## config.mk

```make
export PLATFORM = sky130hd
export DESIGN_NAME = hex_scan_ctrl_flat
export DESIGN_NICKNAME = d
export VERILOG_FILES = /design/src/rtl/hex_scan_ctrl_if.sv /design/src/rtl/hex_scan_ctrl.sv /design/src/flat_wrapper.sv
export SDC_FILE = /design/constraint.sdc
export NUM_CORES = 1
export LEC_CHECK = 0
export ABC_AREA = 1
export BUFFER_PORTS_ARGS = -buffer_cell sky130_fd_sc_hd__buf_4
export CELL_PAD_IN_SITES_DETAIL_PLACEMENT = 0
export CELL_PAD_IN_SITES_GLOBAL_PLACEMENT = 2
export CORE_ASPECT_RATIO = 0.6
export CORE_MARGIN = 3
export CORE_UTILIZATION = 32
export DETAILED_ROUTE_END_ITERATION = 10
export PLACE_DENSITY_LB_ADDON = 0.1
export SETUP_SLACK_MARGIN = 0.2
export SKIP_LAST_GASP = 1
export SYNTH_ARGS = -nofsm -noshare
export SYNTH_HDL_FRONTEND = slang
export SYNTH_SLANG_ARGS = --single-unit
export TNS_END_PERCENT = 30
```

## constraint.sdc

```tcl
create_clock -name clk -period 2 [get_ports clk]
set_input_delay 0.2 -clock clk [delete_from_list [all_inputs] [get_ports clk]]
set_output_delay 0.2 -clock clk [all_outputs]
set_load 0.01 [all_outputs]
```

## src/rtl/hex_scan_ctrl_if.sv

```systemverilog
// Digit write port of the seven-segment scan controller.
// wr_valid : requester holds a write until it sees wr_ready
// wr_ready : controller can take a write this cycle
// wr_addr  : digit index, 0 = rightmost
// wr_data  : 4-bit hex value for that digit
interface hex_scan_ctrl_if;
    logic       wr_valid;
    logic       wr_ready;
    logic [2:0] wr_addr;
    logic [3:0] wr_data;

    modport master (output wr_valid, output wr_addr, output wr_data, input wr_ready);
    modport slave  (input wr_valid, input wr_addr, input wr_data, output wr_ready);
endinterface

```

## src/rtl/hex_scan_ctrl.sv

```systemverilog
// Round-robin scan controller for an 8-digit shared seven-segment display.
// Each digit slot is GUARD_CYCLES of all-anodes-off, one LOAD cycle that
// latches the decoded segments, then SHOW_CYCLES with that digit's anode on.
// Optional blink support is compiled in with `define HEX_SCAN_BLINK_EN.
// Ports:
//   clk, rst_n  : clock, asynchronous active-low reset
//   wr          : digit write port (slave side of hex_scan_ctrl_if)
//   digit_en    : per-digit enable, 0 keeps that anode dark
//   blink_mask  : per-digit blink select (blink build only)
//   hex         : active-low segments {g,f,e,d,c,b,a}
//   hex_on      : active-low anodes
//   frame_tick  : one-cycle pulse on the first cycle of each frame
module hex_scan_ctrl #(
    parameter int unsigned SHOW_CYCLES  = 100000,
    parameter int unsigned GUARD_CYCLES = 1000,
    parameter int unsigned BLINK_FRAMES = 64
) (
    input  logic                  clk,
    input  logic                  rst_n,
    hex_scan_ctrl_if.slave        wr,
    input  logic [7:0]            digit_en,
    input  logic [7:0]            blink_mask,
    output logic [6:0]            hex,
    output logic [7:0]            hex_on,
    output logic                  frame_tick
);
    localparam int unsigned CNT_MAX = (SHOW_CYCLES > GUARD_CYCLES) ? SHOW_CYCLES : GUARD_CYCLES;
    localparam int unsigned CNT_W   = $clog2(CNT_MAX + 1);
    localparam logic [CNT_W-1:0] GUARD_LAST = CNT_W'(GUARD_CYCLES - 1);
    localparam logic [CNT_W-1:0] SHOW_LAST  = CNT_W'(SHOW_CYCLES - 1);

    typedef enum logic [1:0] {
        BLANK = 2'd0,
        LOAD  = 2'd1,
        SHOW  = 2'd2
    } state_t;

    state_t           state_q, state_d;
    logic [CNT_W-1:0] cnt_q, cnt_d;
    logic [2:0]       idx_q, idx_d;
    logic [7:0][3:0]  digit_q;
    logic [6:0]       hex_d;
    logic [7:0]       hex_on_d;
    logic             wr_ready_d;
    logic             tick_d;
    logic             hide_c;

    // Active-low hex-to-segment decode.
    function automatic logic [6:0] seg_decode(input logic [3:0] v);
        case (v)
            4'h0:    seg_decode = 7'b1000000;
            4'h1:    seg_decode = 7'b1111001;
            4'h2:    seg_decode = 7'b0100100;
            4'h3:    seg_decode = 7'b0110000;
            4'h4:    seg_decode = 7'b0011001;
            4'h5:    seg_decode = 7'b0010010;
            4'h6:    seg_decode = 7'b0000010;
            4'h7:    seg_decode = 7'b1111000;
            4'h8:    seg_decode = 7'b0000000;
            4'h9:    seg_decode = 7'b0010000;
            4'hA:    seg_decode = 7'b0001000;
            4'hB:    seg_decode = 7'b0000011;
            4'hC:    seg_decode = 7'b1000110;
            4'hD:    seg_decode = 7'b0100001;
            4'hE:    seg_decode = 7'b0000110;
            default: seg_decode = 7'b0001110;
        endcase
    endfunction

    // Next-state, slot counter, digit index and segment latch.
    always_comb begin
        state_d = state_q;
        cnt_d   = cnt_q + CNT_W'(1);
        idx_d   = idx_q;
        hex_d   = hex;
        tick_d  = 1'b0;
        case (state_q)
            BLANK: begin
                if (cnt_q == GUARD_LAST) begin
                    state_d = LOAD;
                    cnt_d   = '0;
                end
            end
            LOAD: begin
                state_d = SHOW;
                cnt_d   = '0;
                hex_d   = seg_decode(digit_q[idx_q]);
            end
            SHOW: begin
                if (cnt_q == SHOW_LAST) begin
                    state_d = BLANK;
                    cnt_d   = '0;
                    idx_d   = idx_q + 3'd1;
                    tick_d  = (idx_q == 3'd7);
                end
            end
            default: begin
                state_d = BLANK;
                cnt_d   = '0;
            end
        endcase
    end

`ifdef HEX_SCAN_BLINK_EN
    localparam int unsigned FRM_W = $clog2(BLINK_FRAMES + 1);
    logic [FRM_W-1:0] frm_q;
    logic             phase_q;

    // Blink phase flips every BLINK_FRAMES frame starts.
    always_ff @(posedge clk or negedge rst_n) begin
        if (!rst_n) begin
            frm_q   <= '0;
            phase_q <= 1'b0;
        end else if (tick_d) begin
            if (frm_q == FRM_W'(BLINK_FRAMES - 1)) begin
                frm_q   <= '0;
                phase_q <= ~phase_q;
            end else begin
                frm_q <= frm_q + FRM_W'(1);
            end
        end
    end
`else
    logic unused_blink;
    assign unused_blink = ^{blink_mask, BLINK_FRAMES[0]};
`endif

    // Anode and ready values for the upcoming cycle; registered below.
    always_comb begin
        hide_c = 1'b0;
`ifdef HEX_SCAN_BLINK_EN
        hide_c = blink_mask[idx_d] & phase_q;
`endif
        hex_on_d = 8'hFF;
        if ((state_d == SHOW) && digit_en[idx_d] && !hide_c) begin
            hex_on_d = ~(8'b1 << idx_d);
        end
        wr_ready_d = (state_d != LOAD);
    end

    // State and registered outputs.
    always_ff @(posedge clk or negedge rst_n) begin
        if (!rst_n) begin
            state_q     <= BLANK;
            cnt_q       <= '0;
            idx_q       <= '0;
            hex         <= 7'h7F;
            hex_on      <= 8'hFF;
            wr.wr_ready <= 1'b1;
            frame_tick  <= 1'b0;
        end else begin
            state_q     <= state_d;
            cnt_q       <= cnt_d;
            idx_q       <= idx_d;
            hex         <= hex_d;
            hex_on      <= hex_on_d;
            wr.wr_ready <= wr_ready_d;
            frame_tick  <= tick_d;
        end
    end

    // Digit storage; LOAD never overlaps a write since ready is low there.
    always_ff @(posedge clk or negedge rst_n) begin
        if (!rst_n) begin
            digit_q <= '0;
        end else if (wr.wr_valid && wr.wr_ready) begin
            digit_q[wr.wr_addr] <= wr.wr_data;
        end
    end
endmodule
```

## src/flat_wrapper.sv

```systemverilog
// flat-port wrapper written by rule: the top's interface ports become plain ports
module hex_scan_ctrl_flat 
#(
    parameter int unsigned SHOW_CYCLES  = 100000,
    parameter int unsigned GUARD_CYCLES = 1000,
    parameter int unsigned BLINK_FRAMES = 64
)
  (clk, rst_n, digit_en, blink_mask, hex, hex_on, frame_tick, wr_wr_valid, wr_wr_addr, wr_wr_data, wr_wr_ready);
  hex_scan_ctrl_if wr_i ();
  input  logic clk;
  input  logic rst_n;
  input  logic [7:0] digit_en;
  input  logic [7:0] blink_mask;
  output logic [6:0] hex;
  output logic [7:0] hex_on;
  output logic frame_tick;
  input wire logic [$bits(wr_i.wr_valid)-1:0] wr_wr_valid;
  input wire logic [$bits(wr_i.wr_addr)-1:0] wr_wr_addr;
  input wire logic [$bits(wr_i.wr_data)-1:0] wr_wr_data;
  output wire logic [$bits(wr_i.wr_ready)-1:0] wr_wr_ready;
  assign wr_i.wr_valid = wr_wr_valid;
  assign wr_i.wr_addr = wr_wr_addr;
  assign wr_i.wr_data = wr_wr_data;
  assign wr_wr_ready = wr_i.wr_ready;
  hex_scan_ctrl #(.SHOW_CYCLES(SHOW_CYCLES), .GUARD_CYCLES(GUARD_CYCLES), .BLINK_FRAMES(BLINK_FRAMES)) u_core (.clk(clk), .rst_n(rst_n), .wr(wr_i), .digit_en(digit_en), .blink_mask(blink_mask), .hex(hex), .hex_on(hex_on), .frame_tick(frame_tick));
endmodule
```

* Word-level counts from Yosys, hierarchy flattened
Memories as Yosys holds them, arrays and structs flattened. A register that Yosys moved wholly into a read port is not among the register bits. Index checks and enable logic that the tools add are counted.
Word-level totals: register bits 64, ROM bits 112, bits of input ports 26, output and inout port bits 17, word-level logic and storage cells 53, memories kept 1
Cells by class: $add $sub $neg 2, $lt $le $gt $ge 4, eq/ne operators 7, shift operators 1, multiplexer cells 18, bitwise operators 1, reduce and logical (&&, ||, !) cells 5
Memories:
- (no name shown) | depth 16, width 7, rd ports 1, clocked after memory_dff 1, write ports 0, line hex_scan_ctrl.sv:50 | case (v)
Operators with widths (number):
- 2-to-1 mux 17 bit | 2
- one-hot mux 17 bit (2 select lines) | 1
- bitwise mux 32 bit | 1
- adder 17 x 1 -> 17 bit (second input constant) | 1
- equality test 17 x 10 -> 1 bit (second input constant) | 1
- equality test 17 bit (second input constant) | 1
- binary-select mux 4 bit (select 3 bit) | 1
- demux 4 bit (select 3 bit) | 1
- < comparator 3 x 4 -> 1 bit (second input constant) | 3
- 2-to-1 mux 4 bit | 2
- 2-to-1 mux 8 bit | 1
- NOT 8 bit | 1
- << shifter 1 x 3 -> 8 bit (first input constant) | 1
- 2-to-1 mux 3 bit | 2
- one-hot mux 2 bit (3 select lines) | 1
- equality test 2 bit (second input constant) | 2
- 2-to-1 mux 2 bit | 2
- adder 3 x 1 -> 3 bit (second input constant) | 1
- binary-select mux 1 bit (select 3 bit) | 1
- equality test 3 bit (second input constant) | 1
- greater-or-equal comparator 3 x 1 -> 1 bit (second input constant) | 1
- logical AND 1 bit | 3
- 2-to-1 mux 1 bit | 3
- equality test 2 x 1 -> 1 bit (second input constant) | 1
- other kinds (3) | 3

* Longest topological paths before layout
Gate-level depths: netlist (run 1).
depth after elaboration 7, depth in mapped cells 13, depth with buffers taken out 13

* Least setup slack after synthesis (run 1)
No wires, ideal clock.
path kind register to register, start reg u_core.idx_q[0], end reg u_core.hex[3], library setup time 85 ps, arrival time 1839 ps, data required time 1915 ps, setup slack 76 ps, cell stages (with the launch flop) 12, path buffers 2, clock period less this slack 1924 ps, cells stage by stage dfrtp_1 > buf_4 > buf_4 > o21ai_0 > o22ai_1 > o21ai_1 > inv_1 > ha_1 > nand2_1 > nand3_1 > o21ai_1 > o21ai_1
Between the ends: word-level cells in the longest chain between the ends 2
Ends and longest elaborated chain:
- from (decl) | line hex_scan_ctrl.sv:40 | logic [2:0] idx_q, idx_d;
- from (signal assigned) | line hex_scan_ctrl.sv:154 | idx_q <= idx_d;
- binary-select mux 4 bit (select 3 bit) | line hex_scan_ctrl.sv:87 | hex_d = seg_decode(digit_q[idx_q]);
- 2-to-1 mux 4 bit (not written as such) | line hex_scan_ctrl.sv:87
- to (decl) | line hex_scan_ctrl.sv:23 | output logic [6:0] hex,
No other way between the ends. The select of a mux whose other input is x is not followed. A chain may end at the register's enable or synchronous reset.

* Worst setup path in the final report (run 1)
start reg u_core.idx_q[0], end reg u_core.hex[0]
The elaborated chain is that of the path after synthesis.

==> impl_results.md, run 1 <==
* Result of the run: finished clean
* Mapped Cells at 430
* Clock buffer depth at 2
* Crit-path cells: buf_12 > buf_6 > o21ai_4 > o22ai_4 > o21ai_4 > buf_12 > ha_4 > nand2_2 > nor2_2 > nor2_2 > a31oi_1
* Synth unique cells at 36
* Clk sinks at 71
* Total grt overflow at 0
* Pleak at 2.31 nW
* H-tree lvl count at 3
* HPWL after DPL at 7180 um
* Delay-heaviest family, CP: compound AO/OA/AOI/OAI gates
* Layout Utilization at 47.1%
* Final setup vio count at 0
* Top cells by area, synth: dfrtp_1 (38%), dfstp_2 (12%), nand2_1 (9.4%)
* Wire per inst at 15.5 um
* Core footprint at 10,800 um2
* Cell taking the most area after synthesis: dfrtp_1
* Area growth, synth to finish at 39.8%
* Crit-path max cell delay at 0.44 ns
* CTS tree: done
* Layout Nets at 549
* Final GP Congestion at 0.793
* Synth Register Bits at 71
* Sequential area share after synthesis at 49.3%
* Overall routing resource usage at 17.3%
* Post-synth EDFFs at 0
* RSZ-0062 raised after global routing: yes
* Top cell type's share of synthesized area at 37.8%
* Ys async rst share at 100%
* Critical path type: register to register
* Count leader, synth: nand2_1
* Tcrit/Tclk final at 97.2%
* Initial antenna violation count at 0
* Peak supply drop at 0.000383 V
* Worst setup SP type: register
* Total wire length at 10,200 um
* Fmax at 514 MHz
* Syn Nets at 465
* Top_reg_cell synth: dfrtp_1
* Clk_skew at 0.00724 ns
* CP bufs+invs at 3
* Worst hold path class: input pin to register
* First-pass GRT wire length at 16,600 um
* Pin count of the biggest net entering global routing at 40
* Antenna cells at 0
* Tmin final at 1.94 ns
* DR DRC count at 0
* Top cells by count, synth: nand2_1 (91), o21ai_0 (59), nor2_1 (58), dfrtp_1 (55), inv_1 (40)
* Worst endpoint data arrival time at 2.21 ns
* Post-route ant nets at 0
* Post-placement cell area at 4270 um2
* Syn Area/Cell at 8.47 um2
* Max-cap viol count at 0
* Via count at 3,115
* Pin slew with the least headroom to its limit at 0.556 ns
* Cts bufs inserted at 9
* Reg clk slew, reported paths at 0.06 ns
* WP data required at 2.26 ns
* Setup TNS at 0 ns
* Slew headroom at 62.9%
* # IOs at 43
* Pwr dens at 785 nW/um2
* Root Buffer: clkbuf_16
* Die area at 12,700 um2
* Worst-path fanout max at 8
* Vias in the first global route at 3,054
* Fin area at 5090 um2
* Hold Violations, Final at 0
* Share of layout cells above drive strength 1 at 36.4%
* Initial drt markers at 146
* Slowest CP cell: dfrtp_2
* Synth warn at 0
* PnR Total Power at 4.00 mW
* Number of core rows at 29
* Insertion delay to the later sink of the worst-skew pair at 0.34 ns
* Die Span Y at 88.6 um
* Die W at 144 um
* Number of port buffers at 34
* CP Capture Type: register
* Initial core utilization at 33.7%
* Routed vias/inst at 4.73
* Area of the mapped netlist at 3640 um2
* Slew Viols, Final at 0
* Drt first pass iters at 4
[layout make-up]
class / instances / area, um2
clock buffers: 13 / 260
clock inverters: 3 / 65.1
fillers: 1058 / 5720
inverters: 46 / 198
multi-input cells: 309 / 1900
flip-flops and latches: 71 / 1800
well taps: 139 / 174
repair buffers: 76 / 689
repair inverters: 1 / 6.26
[worst min-delay path, cell delays in order]
cell     delay [ns]
buf_4          0.08
inv_1          0.09
o21ai_0        0.17
[metal layers]
| metal | track usage (%) | wire length (um) | up-vias | part of all wire (%) |
|---|---|---|---|---|
| met5 | 0 | 0 | - | 0 |
| met4 | 4.70 | 99 | 0 | 0.97 |
| met3 | 4.86 | 537 | 10 | 5.3 |
| met2 | 22.8 | 3940 | 52 | 39 |
| met1 | 27.0 | 5600 | 1463 | 55 |
| li1 | - | - | 1590 | - |
[cell families (layout without fill, tap and decap cells)]
group | Yosys count | after routing | synth area share [%]
buf+inv | 51 | 139 | 5.81
xor+xnor | 6 | 6 | 1.44
simple gates | 208 | 209 | 27.4
compound gates | 85 | 85 | 13.0
fa+ha+maj | 9 | 9 | 3.09
flops | 71 | 71 | 49.3
[sequential cells by signal, summed over array words and instances, names as in the netlist]
register and cells:
u_core.hex_on 8, u_core.state_q 2, u_core.wr.wr_ready 1, u_core.cnt_q 17, u_core.idx_q 3, u_core.digit_q 32, u_core.hex 7, u_core.frame_tick 1
[cell usage in the layout (no fill, tap or decap), drive strengths merged]
cell,count
a21oi,8
dlygate4sd3,1
nand3b,2
nor4,2
dfrtp,55
clkbuf,13
xnor2,3
nor2,68
ha,9
nand4,11
a31oi,2
inv,45
o211ai,2
o21ai,67
nand3,16
buf,75
nor3b,2
xor2,3
bufinv,2
dfstp,16
clkinv,3
nand2,100
o221ai,2
o22ai,4
nor3,8
[where the power goes]
| group | internal (mW) | switching, mW | leakage [nW] |
|---|---|---|---|
| Combinational | 0.274 | 0.340 | 1.28 |
| Clock | 1.16 | 0.590 | 0.160 |
| Sequential | 1.56 | 0.0755 | 0.871 |
[per-stage QoR]
stage	hold slack [ns]	cells	setup WS [ns]
CTS	0.228	649	0.0938
finish	0.237	658	0.0553
global route	0.263	658	-0.0438
floorplan	-0.0956	430	0.192
global placement	0.229	624	0.00214
detailed placement	0.228	624	-0.0232
[path summary, 6_finish.rpt]
| path | to | start | cells after the start | slack [ns] |
|---|---|---|---|---|
| max in group asynchronous | u_core.hex[1] | rst_n | 3 | 1.02 |
| setup / recovery | u_core.hex[0] | u_core.idx_q[0] | 11 | 0.06 |
| hold reg to reg | u_core.cnt_q[0] | u_core.cnt_q[0] | 1 | 0.46 |
| setup reg to reg | u_core.hex[0] | u_core.idx_q[0] | 11 | 0.06 |
| min in group asynchronous | u_core.cnt_q[11] | rst_n | 2 | 0.39 |
| hold / removal | u_core.digit_q[15] | wr_wr_data[3] | 3 | 0.24 |
[repair_timing]
| item | in CTS | in global routing |
|---|---|---|
| buffers inserted | 6 | 8 |
| endpoints found under the hold margin | 27 | 0 |
| cloned | 2 | 1 |
| resized for setup | 52 | 40 |
| hold buffers | 1 | 0 |
| setup endpoints to repair | 17 | 32 |
| pin swaps | 27 | 19 |
No activity file was read; power rests on OpenSTA's default activity.
==> inputs of run 2 (changes only) <==
--- a/config.mk
+++ b/config.mk
@@ -14,6 +14,7 @@
 export CORE_UTILIZATION = 32
 export DETAILED_ROUTE_END_ITERATION = 10
 export PLACE_DENSITY_LB_ADDON = 0.1
+export REMOVE_ABC_BUFFERS = 1
 export SETUP_SLACK_MARGIN = 0.2
 export SKIP_LAST_GASP = 1
 export SYNTH_ARGS = -nofsm -noshare
==> impl_results.md, run 2 (synthesized netlist as in run 1, its figures left out) <==
* Area growth, synth to finish at 37.5%
* H-tree lvl count at 3
* CTS tree: done
* Layout Nets at 551
* Final GP Congestion at 0.780
* Peak supply drop at 0.000452 V
* Worst reg2reg path depth at 12
* Slew Viols, Final at 0
* Sw Share at 26.0%
* Die W at 144 um
* Delay-heaviest family, CP: buffers and inverters
* Pwr dens at 740 nW/um2
* Post-placement cell area at 4260 um2
* Multi-input combinational cell area at 1870 um2
* Most common cell after layout, fill and taps aside: nand2_1
* Cts bufs inserted at 9
* Slew headroom at 73.4%
* Fmax at 531 MHz
* Initial antenna violation count at 0
* WP data required at 2.24 ns
* Crit-path max cell delay at 0.44 ns
* Combinational Power Share at 14.7%
* Layout Utilization at 46.3%
* Most frequent cells in the layout: nand2_1 (84), buf_4 (65), dfrtp_1 (52), nor2_1 (49), o21ai_0 (49)
* Setup TNS at 0 ns
* Biggest regs: u_core.digit_q x32, u_core.cnt_q x17, u_core.hex_on x8
* Worst setup SP type: register
* Hold Violations, Final at 0
* CP bufs+invs at 4
* Most frequent CP cell: o21ai_1
* Post-route ant nets at 0
* Reg clk slew, reported paths at 0.05 ns
* Wire per inst at 14.6 um
* Initial drt markers at 166
* Filler cell count at 1,104
* Number of core rows at 29
* Crit-path cells: buf_12 > buf_16 > nor2_4 > o22ai_1 > o21ai_1 > buf_6 > inv_4 > ha_4 > nand2_2 > nand3_2 > o21ai_1 > o21ai_1
* Die area at 12,700 um2
* Root Buffer: clkbuf_16
* DR DRC count at 0
* Overall routing resource usage at 16.3%
* Final setup vio count at 0
* Worst-path fanout max at 6
* HPWL after DPL at 6760 um
* Core footprint at 10,800 um2
* Worst hold path class: input pin to register
* Share of layout cells above drive strength 1 at 35.1%
* Largest register FFs at 32
* First-pass GRT wire length at 16,100 um
* CP Capture Type: register
* Insertion delay to the later sink of the worst-skew pair at 0.33 ns
* WHS at 0.249 ns
* Hold depth at 3
* Fin area at 5010 um2
* Worst endpoint data arrival time at 2.13 ns
* Clk sinks at 71
* Int Power at 2.74 mW
* Drt first pass iters at 4
* Clock share of power at 41.2%
* Pin slew with the least headroom to its limit at 0.396 ns
* Initial core utilization at 33.7%
* Total wire length at 9640 um
* Tcrit/Tclk final at 94.2%
* Tmin final at 1.88 ns
* Die Span Y at 88.6 um
* Max-cap viol count at 0
* Clk_skew at 0.00815 ns
* Vias in the first global route at 3,021
* # IOs at 43
* Antenna cells at 0
* Via count at 3,086
* Pin count of the biggest net entering global routing at 46
* Total grt overflow at 0
* WP depth at 12
* P_sw at 962 uW
* Biggest register: u_core.digit_q
* Routed vias/inst at 4.68
* RSZ-0062 raised after global routing: yes
* Clock buffer depth at 2
* Sequential Area at 1800 um2
* Pleak at 2.31 nW
* Slowest CP cell: dfrtp_2
* Flop pwr share at 44.1%
* Result of the run: finished clean
* Critical path type: register to register
* PnR Total Power at 3.71 mW
* Number of port buffers at 34
[run 2: stage by stage]
stage               instances  setup slack, ns
floorplan                 425          -0.0171
CTS                       650            0.105
global route              660          -0.0180
finish                    660            0.117
global placement          623          -0.0154
detailed placement        623           0.0104
[run 2: worst paths after layout]
path	startpoint	endpoint	slack [ns]
setup / recovery	u_core.idx_q[0]	u_core.hex[3]	0.12
hold / removal	wr_wr_data[1]	u_core.digit_q[29]	0.25
setup reg to reg	u_core.idx_q[0]	u_core.hex[3]	0.12
hold reg to reg	u_core.hex[6]	u_core.hex[6]	0.48
max in group asynchronous	rst_n	u_core.hex[4]	1.03
min in group asynchronous	rst_n	u_core.cnt_q[6]	0.34
[run 2: area by class of cell]
type | count | area share (%)
multi-input combinational | 309 | 37.3
tap | 139 | 3.47
timing repair buffer | 78 | 13.7
timing repair inverter | 1 | 0.175
clock inverter | 3 | 0.300
sequential | 71 | 35.9
clock buffer | 13 | 5.42
inverter | 46 | 3.75
[run 2: routing by layer]
| layer | share of wire, % | track usage, % | vias up | wire length, um |
|---|---|---|---|---|
| met1 | 58 | 26.2 | 1437 | 5590 |
| met5 | 0 | 0 | - | 0 |
| li1 | - | - | 1591 | - |
| met4 | 0.88 | 3.59 | 0 | 85 |
| met2 | 37 | 21.2 | 51 | 3570 |
| met3 | 4.1 | 4.43 | 7 | 394 |
[run 2: repair_timing]
action | in CTS | in global routing
buffers inserted | 8 | 9
hold endpoints to repair | 16 | 0
gates cloned | 2 | 1
hold buffers | 1 | 0
pin swaps | 23 | 24
endpoints found under the setup margin | 16 | 33
resized for setup | 48 | 31
[run 2: power groups by stage]
stage          clock (mW)  sequential [mW]  combinational (mW)
4_1_cts              1.58             1.63               0.532
3_3_place_gp            0             1.65               0.426
5_1_grt              1.65             1.65               0.624
3_5_place_dp            0             1.65               0.430
6_report             1.53             1.63               0.546
2_1_floorplan           0             1.63               0.248
[run 2: worst reg2reg max path, delay by kind of cell (launching register included)]
family,cells,cell delay [ns]
buffers and inverters,4,0.54
flip-flops,1,0.44
AO/OA/AOI/OAI,4,0.40
AND/OR/NAND/NOR,3,0.25
adder cells (fa/ha/maj),1,0.16
